## config.mk

```make
export PLATFORM = sky130hd
export DESIGN_NAME = instr_encoder_loader_flat
export DESIGN_NICKNAME = d
export VERILOG_FILES = /design/src/rtl/instr_encoder_loader_if.sv /design/src/rtl/instr_encoder_loader.sv /design/src/flat_wrapper.sv
export SDC_FILE = /design/constraint.sdc
export NUM_CORES = 1
export LEC_CHECK = 0
export BUFFER_PORTS_ARGS = -buffer_cell sky130_fd_sc_hd__buf_2
export CORE_ASPECT_RATIO = 1.25
export CORE_MARGIN = 4
export CORE_UTILIZATION = 45
export DETAILED_ROUTE_END_ITERATION = 8
export HOLD_SLACK_MARGIN = 0.15
export MAX_ROUTING_LAYER = met4
export PLACE_DENSITY = 0.78
export SYNTH_ARGS = -nofsm -noshare
export SYNTH_HDL_FRONTEND = slang
export SYNTH_SLANG_ARGS = --single-unit
export TNS_END_PERCENT = 50
```

## constraint.sdc

```tcl
create_clock -name clk -period 4.7 [get_ports clk]
set_input_delay 0.235 -clock clk [delete_from_list [all_inputs] [get_ports clk]]
set_output_delay 0.235 -clock clk [all_outputs]
set_load 0.02 [all_outputs]
```

## src/rtl/instr_encoder_loader_if.sv

```systemverilog
// Request/write-port bundle for instr_encoder_loader: symbolic instruction
// requests in, encoded instruction-memory writes and session status out.
interface instr_encoder_loader_if;
  logic        start;
  logic        inValid;
  logic        inReady;
  logic [3:0]  opSel;
  logic [4:0]  rs;
  logic [4:0]  rt;
  logic [4:0]  rd;
  logic [15:0] imm;
  logic [25:0] target;
  logic        imemWrite;
  logic [31:0] imemAddr;
  logic [31:0] imemData;
  logic [10:0] count;
  logic        full;
  logic        badOp;

  modport master (
    output start, inValid, opSel, rs, rt, rd, imm, target,
    input  inReady, imemWrite, imemAddr, imemData, count, full, badOp
  );

  modport slave (
    input  start, inValid, opSel, rs, rt, rd, imm, target,
    output inReady, imemWrite, imemAddr, imemData, count, full, badOp
  );
endinterface

```

## src/rtl/instr_encoder_loader.sv

```systemverilog
// Packs symbolic requests into MIPS words and writes them sequentially to
// instruction memory. Define NOP_PAD_EN to follow j/beq/bneq with a zero word.
module instr_encoder_loader #(
  parameter int          DEPTH     = 64,
  parameter logic [31:0] BASE_ADDR = 32'h0000_0000
) (
  input  logic                   clk,
  input  logic                   rst,
  instr_encoder_loader_if.slave  bus
);

`ifdef NOP_PAD_EN
  typedef enum logic [2:0] {
    IDLE   = 3'd0,
    ACCEPT = 3'd1,
    WRITE  = 3'd2,
    PAD    = 3'd3,
    FULL   = 3'd4
  } state_t;
`else
  typedef enum logic [2:0] {
    IDLE   = 3'd0,
    ACCEPT = 3'd1,
    WRITE  = 3'd2,
    FULL   = 3'd4
  } state_t;
`endif

  localparam logic [10:0] DEPTH_C = 11'(DEPTH);

  state_t      state_r;
  logic        in_ready_r;
  logic        imem_write_r;
  logic [31:0] imem_addr_r;
  logic [31:0] imem_data_r;
  logic [10:0] count_r;
  logic        full_r;
  logic        bad_op_r;
  logic [10:0] count_inc_s;
`ifdef NOP_PAD_EN
  logic        pad_r;
`endif

  function automatic logic op_legal(input logic [3:0] op_sel);
    return (op_sel <= 4'd11);
  endfunction

`ifdef NOP_PAD_EN
  function automatic logic is_ctrl(input logic [3:0] op_sel);
    return (op_sel == 4'd9) || (op_sel == 4'd10) || (op_sel == 4'd11);
  endfunction
`endif

  function automatic logic [31:0] encode(
    input logic [3:0]  op_sel,
    input logic [4:0]  rs,
    input logic [4:0]  rt,
    input logic [4:0]  rd,
    input logic [15:0] imm,
    input logic [25:0] target
  );
    case (op_sel)
      4'd0:    return {6'b000000, rs, rt, rd, 5'b00000, 6'b100000};
      4'd1:    return {6'b000000, rs, rt, rd, 5'b00000, 6'b100010};
      4'd2:    return {6'b000000, rs, rt, rd, 5'b00000, 6'b100100};
      4'd3:    return {6'b000000, rs, rt, rd, 5'b00000, 6'b100101};
      4'd4:    return {6'b000000, rs, rt, rd, 5'b00000, 6'b101010};
      4'd5:    return {6'b001000, rs, rt, imm};
      4'd6:    return {6'b001100, rs, rt, imm};
      4'd7:    return {6'b100011, rs, rt, imm};
      4'd8:    return {6'b101011, rs, rt, imm};
      4'd9:    return {6'b000010, target};
      4'd10:   return {6'b000100, rs, rt, imm};
      4'd11:   return {6'b000101, rs, rt, imm};
      default: return 32'h0000_0000;
    endcase
  endfunction

  assign count_inc_s = count_r + 11'd1;

  // Session FSM with all outputs registered; start overrides every state.
  always_ff @(posedge clk or posedge rst) begin
    if (rst) begin
      state_r      <= IDLE;
      in_ready_r   <= 1'b0;
      imem_write_r <= 1'b0;
      imem_addr_r  <= 32'h0000_0000;
      imem_data_r  <= 32'h0000_0000;
      count_r      <= 11'd0;
      full_r       <= 1'b0;
      bad_op_r     <= 1'b0;
`ifdef NOP_PAD_EN
      pad_r        <= 1'b0;
`endif
    end else begin
      bad_op_r <= 1'b0;
      if (bus.start) begin
        // A write in flight still strobes this cycle but is not counted.
        state_r      <= ACCEPT;
        in_ready_r   <= 1'b1;
        imem_write_r <= 1'b0;
        count_r      <= 11'd0;
        full_r       <= 1'b0;
      end else begin
        case (state_r)
          IDLE: begin
            in_ready_r   <= 1'b0;
            imem_write_r <= 1'b0;
          end
          ACCEPT: begin
            if (bus.inValid && op_legal(bus.opSel)) begin
              state_r      <= WRITE;
              in_ready_r   <= 1'b0;
              imem_write_r <= 1'b1;
              imem_addr_r  <= BASE_ADDR + {19'd0, count_r, 2'b00};
              imem_data_r  <= encode(bus.opSel, bus.rs, bus.rt, bus.rd, bus.imm, bus.target);
`ifdef NOP_PAD_EN
              pad_r        <= is_ctrl(bus.opSel);
`endif
            end else if (bus.inValid) begin
              bad_op_r <= 1'b1;
            end else begin
              bad_op_r <= 1'b0;
            end
          end
          WRITE: begin
            count_r      <= count_inc_s;
            imem_write_r <= 1'b0;
            if (count_inc_s == DEPTH_C) begin
              state_r <= FULL;
              full_r  <= 1'b1;
            end
`ifdef NOP_PAD_EN
            else if (pad_r) begin
              state_r      <= PAD;
              pad_r        <= 1'b0;
              imem_write_r <= 1'b1;
              imem_addr_r  <= BASE_ADDR + {19'd0, count_inc_s, 2'b00};
              imem_data_r  <= 32'h0000_0000;
            end
`endif
            else begin
              state_r    <= ACCEPT;
              in_ready_r <= 1'b1;
            end
          end
`ifdef NOP_PAD_EN
          PAD: begin
            count_r      <= count_inc_s;
            imem_write_r <= 1'b0;
            if (count_inc_s == DEPTH_C) begin
              state_r <= FULL;
              full_r  <= 1'b1;
            end else begin
              state_r    <= ACCEPT;
              in_ready_r <= 1'b1;
            end
          end
`endif
          FULL: begin
            in_ready_r   <= 1'b0;
            imem_write_r <= 1'b0;
            full_r       <= 1'b1;
          end
          default: begin
            state_r      <= IDLE;
            in_ready_r   <= 1'b0;
            imem_write_r <= 1'b0;
          end
        endcase
      end
    end
  end

  assign bus.inReady   = in_ready_r;
  assign bus.imemWrite = imem_write_r;
  assign bus.imemAddr  = imem_addr_r;
  assign bus.imemData  = imem_data_r;
  assign bus.count     = count_r;
  assign bus.full      = full_r;
  assign bus.badOp     = bad_op_r;

endmodule

```

## src/flat_wrapper.sv

```systemverilog
// flat-port wrapper written by rule: the top's interface ports become plain ports
module instr_encoder_loader_flat 
#(
  parameter int          DEPTH     = 64,
  parameter logic [31:0] BASE_ADDR = 32'h0000_0000
)
  (clk, rst, bus_start, bus_inValid, bus_opSel, bus_rs, bus_rt, bus_rd, bus_imm, bus_target, bus_inReady, bus_imemWrite, bus_imemAddr, bus_imemData, bus_count, bus_full, bus_badOp);
  instr_encoder_loader_if bus_i ();
  input  logic clk;
  input  logic rst;
  input wire logic [$bits(bus_i.start)-1:0] bus_start;
  input wire logic [$bits(bus_i.inValid)-1:0] bus_inValid;
  input wire logic [$bits(bus_i.opSel)-1:0] bus_opSel;
  input wire logic [$bits(bus_i.rs)-1:0] bus_rs;
  input wire logic [$bits(bus_i.rt)-1:0] bus_rt;
  input wire logic [$bits(bus_i.rd)-1:0] bus_rd;
  input wire logic [$bits(bus_i.imm)-1:0] bus_imm;
  input wire logic [$bits(bus_i.target)-1:0] bus_target;
  output wire logic [$bits(bus_i.inReady)-1:0] bus_inReady;
  output wire logic [$bits(bus_i.imemWrite)-1:0] bus_imemWrite;
  output wire logic [$bits(bus_i.imemAddr)-1:0] bus_imemAddr;
  output wire logic [$bits(bus_i.imemData)-1:0] bus_imemData;
  output wire logic [$bits(bus_i.count)-1:0] bus_count;
  output wire logic [$bits(bus_i.full)-1:0] bus_full;
  output wire logic [$bits(bus_i.badOp)-1:0] bus_badOp;
  assign bus_i.start = bus_start;
  assign bus_i.inValid = bus_inValid;
  assign bus_i.opSel = bus_opSel;
  assign bus_i.rs = bus_rs;
  assign bus_i.rt = bus_rt;
  assign bus_i.rd = bus_rd;
  assign bus_i.imm = bus_imm;
  assign bus_i.target = bus_target;
  assign bus_inReady = bus_i.inReady;
  assign bus_imemWrite = bus_i.imemWrite;
  assign bus_imemAddr = bus_i.imemAddr;
  assign bus_imemData = bus_i.imemData;
  assign bus_count = bus_i.count;
  assign bus_full = bus_i.full;
  assign bus_badOp = bus_i.badOp;
  instr_encoder_loader #(.DEPTH(DEPTH), .BASE_ADDR(BASE_ADDR)) u_core (.clk(clk), .rst(rst), .bus(bus_i));
endmodule
```

==> results of run 1 <==
routing by layer:
layer,global-route usage (%),share of wire (%),vias to the layer above
met5,-,0,-
met4,9.21,1.6,0
met3,3.58,7.5,12
met2,32.0,50,117
met1,23.0,41,1298
li1,-,-,1341
cell usage in the layout (no fill, tap or decap), drive strengths merged, types with 3 or more instances in the layout:
master | netlist | layout
a211oi | 3 | 3
a21oi | 9 | 9
a222oi | 5 | 5
a22oi | 17 | 17
and3 | 3 | 3
and4 | 3 | 3
buf | 32 | 122
bufinv | 0 | 3
clkbuf | 12 | 10
conb | 1 | 22
dfrtp | 60 | 60
inv | 8 | 8
nand2 | 68 | 68
nand3 | 9 | 9
nor2 | 19 | 19
nor2b | 7 | 7
nor3 | 5 | 5
o21a | 4 | 4
o21ai | 36 | 36
xnor2 | 9 | 9
xor2 | 4 | 4
cells by family (layout without fill, tap and decap cells):
group / count (synthesis) / count (layout) / share of synthesized area [%]
fa+ha+maj: 1 / 1 / 0.403
buf+inv: 52 / 147 / 9.77
simple gates: 124 / 124 / 19.3
xor+xnor: 13 / 13 / 3.67
mux: 2 / 2 / 0.686
flops: 60 / 60 / 48.4
other cells: 1 / 22 / 0.121
compound gates: 84 / 84 / 17.7
cell usage after synthesis (2+ instances only):
| library cell | count |
|---|---|
| o21a_1 | 4 |
| nor2b_1 | 6 |
| clkbuf_1 | 12 |
| o21ai_0 | 35 |
| and4_1 | 3 |
| dfrtp_1 | 60 |
| xor2_1 | 4 |
| a211oi_1 | 3 |
| nor2_1 | 19 |
| a21oi_1 | 8 |
| buf_4 | 25 |
| o211a_1 | 2 |
| buf_2 | 5 |
| a222oi_1 | 5 |
| a22o_1 | 2 |
| a22oi_1 | 17 |
| nand3_1 | 8 |
| xnor2_1 | 9 |
| inv_1 | 8 |
| nand2_1 | 68 |
| nor3_1 | 5 |
final timing paths:
path,start,endpoint,cells after the start
max,u_core.state_r[1],u_core.bus.imemData[26],4
min,bus_rd[1],u_core.bus.imemData[12],3
max reg2reg,u_core.state_r[1],u_core.bus.imemData[26],4
min reg2reg,u_core.bus.imemAddr[11],u_core.bus.imemAddr[11],2
max in group asynchronous,rst,u_core.bus.inReady,4
min in group asynchronous,rst,u_core.bus.imemData[6],4
worst max-delay path, cell delays in order, from the launching register on:
cell and delay (ns):
dfrtp_1 0.42, nor4b_2 0.42, nand2_2 0.68, inv_1 0.64
mux2_2 0.39
where the power goes:
part / internal [mW] / switching [mW]
logic: 0.104 / 0.198
registers: 0.578 / 0.0361
clock network: 0.366 / 0.208
registers in the layout, indices dropped and copies added, names as in the netlist:
register	cells
u_core.bus.count	11
u_core.bus.inReady	1
u_core.bus.badOp	1
u_core.state_r	3
u_core.bus.imemData	31
u_core.bus.imemWrite	1
u_core.bus.full	1
u_core.bus.imemAddr	11
cell type report:
| cell class | count | share of cell area, % |
|---|---|---|
| timing repair buffer | 123 | 16.0 |
| multi-input combinational | 246 | 35.5 |
| clock inverter | 6 | 2.86 |
| tap | 87 | 2.79 |
| clock buffer | 10 | 3.53 |
| inverter | 8 | 0.771 |
| sequential | 60 | 38.5 |
through the flow:
stage / total power [mW] / area [µm²] / instances / worst slack [ns] / hold slack, ns
after floorplan: 0.823 / 3180 / 358 / 2.85 / 0.431
after global placement: 0.918 / 3640 / 523 / 1.99 / 0.456
after detailed placement: 0.927 / 3640 / 523 / 1.93 / 0.458
after CTS: 1.50 / 3890 / 540 / 1.96 / 0.174
after global routing: 1.56 / 3890 / 540 / 1.73 / 0.193
final: 1.49 / 3890 / 540 / 1.99 / 0.181
what timing repair did:
action / in CTS / in global routing
resized for setup: 0 / 0
hold buffers: 1 / 0
hold endpoints to repair: 60 / 0
==> summary.md, run 1 <==
| Metric | Value |
|---|---|
| DIE AREA | 8290 µm² |
| CTS Buffer Depth | 2 |
| CTS buffer count | 9 |
| Clk Latency, worst-skew pair | 0.34 ns |
| Synth Instances | 337 |
| Crit Path Class | flip-flop to flip-flop |
| Drc violations | 0 |
| PwrDens | 383 nW/µm² |
| TritonCTS clock tree | yes |
| Routed length per instance | 14.2 µm |
| Maxcap violations | 0 |
| Required time of the critical path | 4.93 ns |
| Routability cong. | between 0.8 and 0.9 |
| Global-route wire length before repair | 12200 µm |
| Initial core utilization | 46.6% |
| # fillers | 600 |
| Worst Tran Pin Value | 1.26 ns |
| Reg2reg setup slack | between 1.5 and 2 ns |
| Average cell area after synthesis | 9.20 µm² |
| Setup crit end kind | flip-flop |
| Outcome | finished clean |
| EDFF count, synth | 0 |
| Max-slew headroom | 15.8% |
| Startpoint Class | flip-flop |
| Peak VDD IR | 196 µV |
| Clock slew at the register clock pins of the worst setup and hold paths | 0.07 ns |
| P_leak | between 2 and 2.5 nW |
| Ys async rst share | 100% |
| CP max FO | 71 |
| Tot GR Track Use | approximately a fifth |
| Hpwl dp | roughly 5700 µm |
| Clock Root Buffer | clkbuf_8 |
| Final setup violation count | 0 |
| Die Span X | ~80 µm |
| Fin crit share | 57.6% |
| Vias in the first global route | 2707 |
| Post-DRT Antenna Nets | 0 |
| Final hold violation count | 0 |
| CORE AREA | 6650 µm² |
| IO Pins | between 100 and 150 |
| Number of synthesized register bits | 60 |
| Most used DFF post-synth | dfrtp_1 |
| DRT Pass-1 Iters | 4 |
| Depth of the CTS H-tree | 3 |
| Final core occ | 58.6% |
| Iter 0 DRT Violations | 152 |
| Multi-input logic area | 1380 µm² |
| Share of the synthesized area in the top cell type | 48.4% |
| Clock sink total | 60 |
| Register area | 1500 µm² |
| Fmax | 369 MHz |
| Seq/Total Area, Yosys | 48.4% |
| Die span in y | 101 µm |
| Unrepaired setup endpoints after global routing | no |
| Via count | around 2800 |
| Fin nets | 514 |
| Post-synth cell types | 50 |
| Synthesized area | 3100 µm² |
| Layout area overhead | 25.6% |
| TNS Setup | 0 ns |
| # diodes | 0 |
| # rows | 33 |
| Synth area leaders | dfrtp_1, nand2_1, buf_4, o21ai_0, a22oi_1 |
| Final Critical Period | 2.71 ns |
| Pins Over Slew Limit | 0 |
| Critical path arrival | between 2 and 3 ns |
| Via density | 5.13 |
| Final clock skew | 0.00957 ns |
| Initial antenna violation count | 0 |
| Type of the most critical hold path | primary input to flip-flop |
| Proportion of layout cells with a drive suffix above 1 | 33.1% |
| Setup bufs post-CTS | 0 |
| Ys Warns | 0 |
| Largest net degree at the start of global routing | 72 |
| Grt total ovfl | 0 |
| Total Wirelength | 7690 µm |
| I/O Buffers | between 100 and 150 |
| Yosys top cell by area | dfrtp_1 |
Note: power is estimated with default switching activity, not from simulation.
==> inputs of run 2 (changes only) <==
Settings changed: CORE_UTILIZATION 45 to 42, PLACE_DENSITY 0.78 to 0.76.
Clock period 4.7 ns to 2.35 ns, I/O delays scaled along.
==> run 2 against run 1 <==
Compared with the run above:
- cell count increased by 10%
- count of clock-buffer cells in the layout increased by 2
- clock skew is 0.0025 ns lower
- first-iteration DRC count grew 47%
- critical endpoint is now u_core.bus.imemData[10]
- combinational power increased by 140%
- critical path depth increased by 4
- largest power group unchanged
==> summary.md, run 2 (synthesis results as in run 1) <==
| Metric | Value |
|---|---|
| Fmax | ~460 MHz |
| IO Pins | 144 (unchanged) |
| # fillers | 572 (-4.7%) |
| Die span in y | 104 µm (+3.2%) |
| Met3 usage | 4.68% (+1.1 points) |
| Max-slew headroom | 45.5% (+30 points) |
| Global-route wire length before repair | 15700 µm (+30%) |
| CORE AREA | 7060 µm² (+6.2%) |
| Fin nets | 565 (+9.9%) |
| Setup crit end kind | flip-flop |
| Setup bufs post-CTS | 0 (unchanged) |
| Final hold violation count | 0 (unchanged) |
| Worst Setup SP | bus_opSel[0] |
| Worst Tran Pin Value | 0.812 ns (-0.445 ns) |
| Iter 0 DRT Violations | 224 (+47%) |
| Worst reg2reg endpoint | u_core.state_r[0] |
| Outcome | finished clean |
| I/O Buffers | 121 (unchanged) |
| Total Wirelength | 9660 µm (+26%) |
| Commonest cells after routing, fill and taps aside | buf_2, nand2_1, dfrtp_1 |
| Die Span X | 84.9 µm (+3.2%) |
| Largest net degree at the start of global routing | 47 (-35%) |
| Peak VDD IR | 409 µV (+110%) |
| Final Critical Period | 2.17 ns |
| TritonCTS clock tree | yes |
| Hold depth | 2 (-1) |
| Maxcap violations | 0 (unchanged) |
| Crit Path Class | primary input to flip-flop |
| Critical path arrival | 2.42 ns (-0.52 ns) |
| Clock slew at the register clock pins of the worst setup and hold paths | 0.07 ns (about the same) |
| Post-DRT Antenna Nets | 0 (unchanged) |
| DRT Pass-1 Iters | 5 (+1) |
| Initial antenna violation count | 0 (unchanged) |
| R2R cell count | 6 (+2) |
| GR Util met2 | 37.0% (+5.0 points) |
| Hold Startpoint | bus_opSel[1] |
| Required time of the critical path | 2.60 ns (-2.33 ns) |
| CTS Buffer Depth | 2 (unchanged) |
| Commonest non-fill, non-tap cell in the layout | buf_2 |
| TNS Setup | 0 ns (unchanged) |
| Inst Count DP | 532 (+1.7%) |
| Reg2reg setup slack | 0.51 ns (-1.48 ns) |
| Routed length per instance | 16.3 µm (+14%) |
| Depth of the CTS H-tree | 3 (unchanged) |
| Routability cong. | 0.891 (-0.82%) |
| Final setup violation count | 0 (unchanged) |
| Reg-to-Reg Start | u_core.bus.count[0] |
| # rows | 34 (+3.0%) |
| Hold_ws | 0.178 ns (-0.00220 ns) |
| Pins Over Slew Limit | 0 (unchanged) |
| Final clock skew | 0.00710 ns (-0.00248 ns) |
| Busiest grt layer | met2 |
| Via density | 5.28 (+3.0%) |
| Post-CTS Resized | 0 (unchanged) |
| Max reg flops | 31 (unchanged) |
| Clock Root Buffer | clkbuf_8 |
| Unrepaired setup endpoints after global routing | no |
| Type of the most critical hold path | primary input to flip-flop |
| Crit-path slowest cell | o21ai_1 |
| Drc violations | 0 (unchanged) |
| Startpoint Class | primary input |
| PwrDens | 673 nW/µm² (+76%) |
| Clock sink total | 60 (unchanged) |
| Cell area after placement | 3680 µm² (+1.3%) |
| Via count | 3135 (+13%) |
| Fin crit share | 92.4% |
| Cells along the critical path | buf_2, nor2b_4, o21ai_1, o21a_1, buf_4, a22oi_1, dlygate4sd3_1, o21ai_0 |
| Initial core utilization | 43.9% (-2.7 points) |
| Dpl ws | 0.511 ns (-1.42 ns) |
| Tot GR Track Use | 22.9% (+3.3 points) |
| Largest stage delay, worst path | 0.64 ns (-0.04 ns) |
| Register area | 1500 µm² (unchanged) |
| Final core occ | 61.6% (+3.0 points) |
| Hpwl dp | 6070 µm (+6.4%) |
| P_leak | 2.23 nW (+8.7%) |
| Layout area overhead | 40.2% |
| CP max FO | 11 (-85%) |
| Routing usage on met1 | 27.5% (+4.5 points) |
| Grt total ovfl | 0 (unchanged) |
| Final WS setup | 0.179 ns (-1.81 ns) |
| Clk Latency, worst-skew pair | 0.34 ns (about the same) |
| Non-filler cells, final | 594 (+10%) |
| Vias in the first global route | 3252 (+20%) |
| CTS buffer count | 9 (unchanged) |
| Hold_buf cts | 46 (+45) |
| DIE AREA | 8830 µm² (+6.5%) |
| Proportion of layout cells with a drive suffix above 1 | 30.8% (-2.4 points) |
| Multi-input logic area | 1380 µm² (unchanged) |
| Final Cell Area | 4350 µm² (+12%) |
| Hold path endpoint | u_core.bus.imemData[28] |
| # diodes | 0 (unchanged) |
| Overall Power | 2.92 mW (+96%) |
## run 2: cell count changes in the layout (fill, tap and decap cells not counted)
| cell | previous run | this run |
|---|---|---|
| buf_4 | 1 | 7 |
| dlygate4sd3_1 | 1 | 46 |
| clkbuf_1 | 0 | 1 |
| clkinv_2 | 1 | 2 |
| bufinv_16 | 3 | 1 |
| clkinv_4 | 1 | 0 |
| clkbuf_8 | 10 | 11 |
## run 2: how the worst max path moves through the flow
| stage | to |
|---|---|
| floorplan | u_core.state_r[0] |
| global placement | u_core.state_r[0] |
| detailed placement | u_core.bus.imemData[10] |
| CTS | u_core.bus.imemData[9] |
| global route | u_core.bus.imemData[10] |
| finish | u_core.bus.imemData[10] |
## run 2: per-layer routing
metal  share of wire [%]  up-vias
li1                    -     1448
met5                   0        -
met2                  49      196
met1                  39     1474
met3                 9.8       17
met4                 2.2        0
## run 2: worst max-delay path, delay by kind of cell
| family | cells | cell delay (ns) |
|---|---|---|
| compound gates | 4 | 1.18 |
| buf+inv | 3 | 0.95 |
| simple gates | 1 | 0.16 |
## run 2: power breakdown
part	switching, mW	internal, mW
combinational	0.437	0.277
clock	0.426	0.545
sequential	0.0841	1.16
## run 2: cell type report
| cell class | count | area share (%) |
|---|---|---|
| flip-flops and latches | 60 | 34.5 |
| well taps | 90 | 2.59 |
| clock inverters | 4 | 1.09 |
| repair buffers | 174 | 25.7 |
| multi-input cells | 246 | 31.8 |
| inverters | 8 | 0.691 |
| clock buffers | 12 | 3.57 |
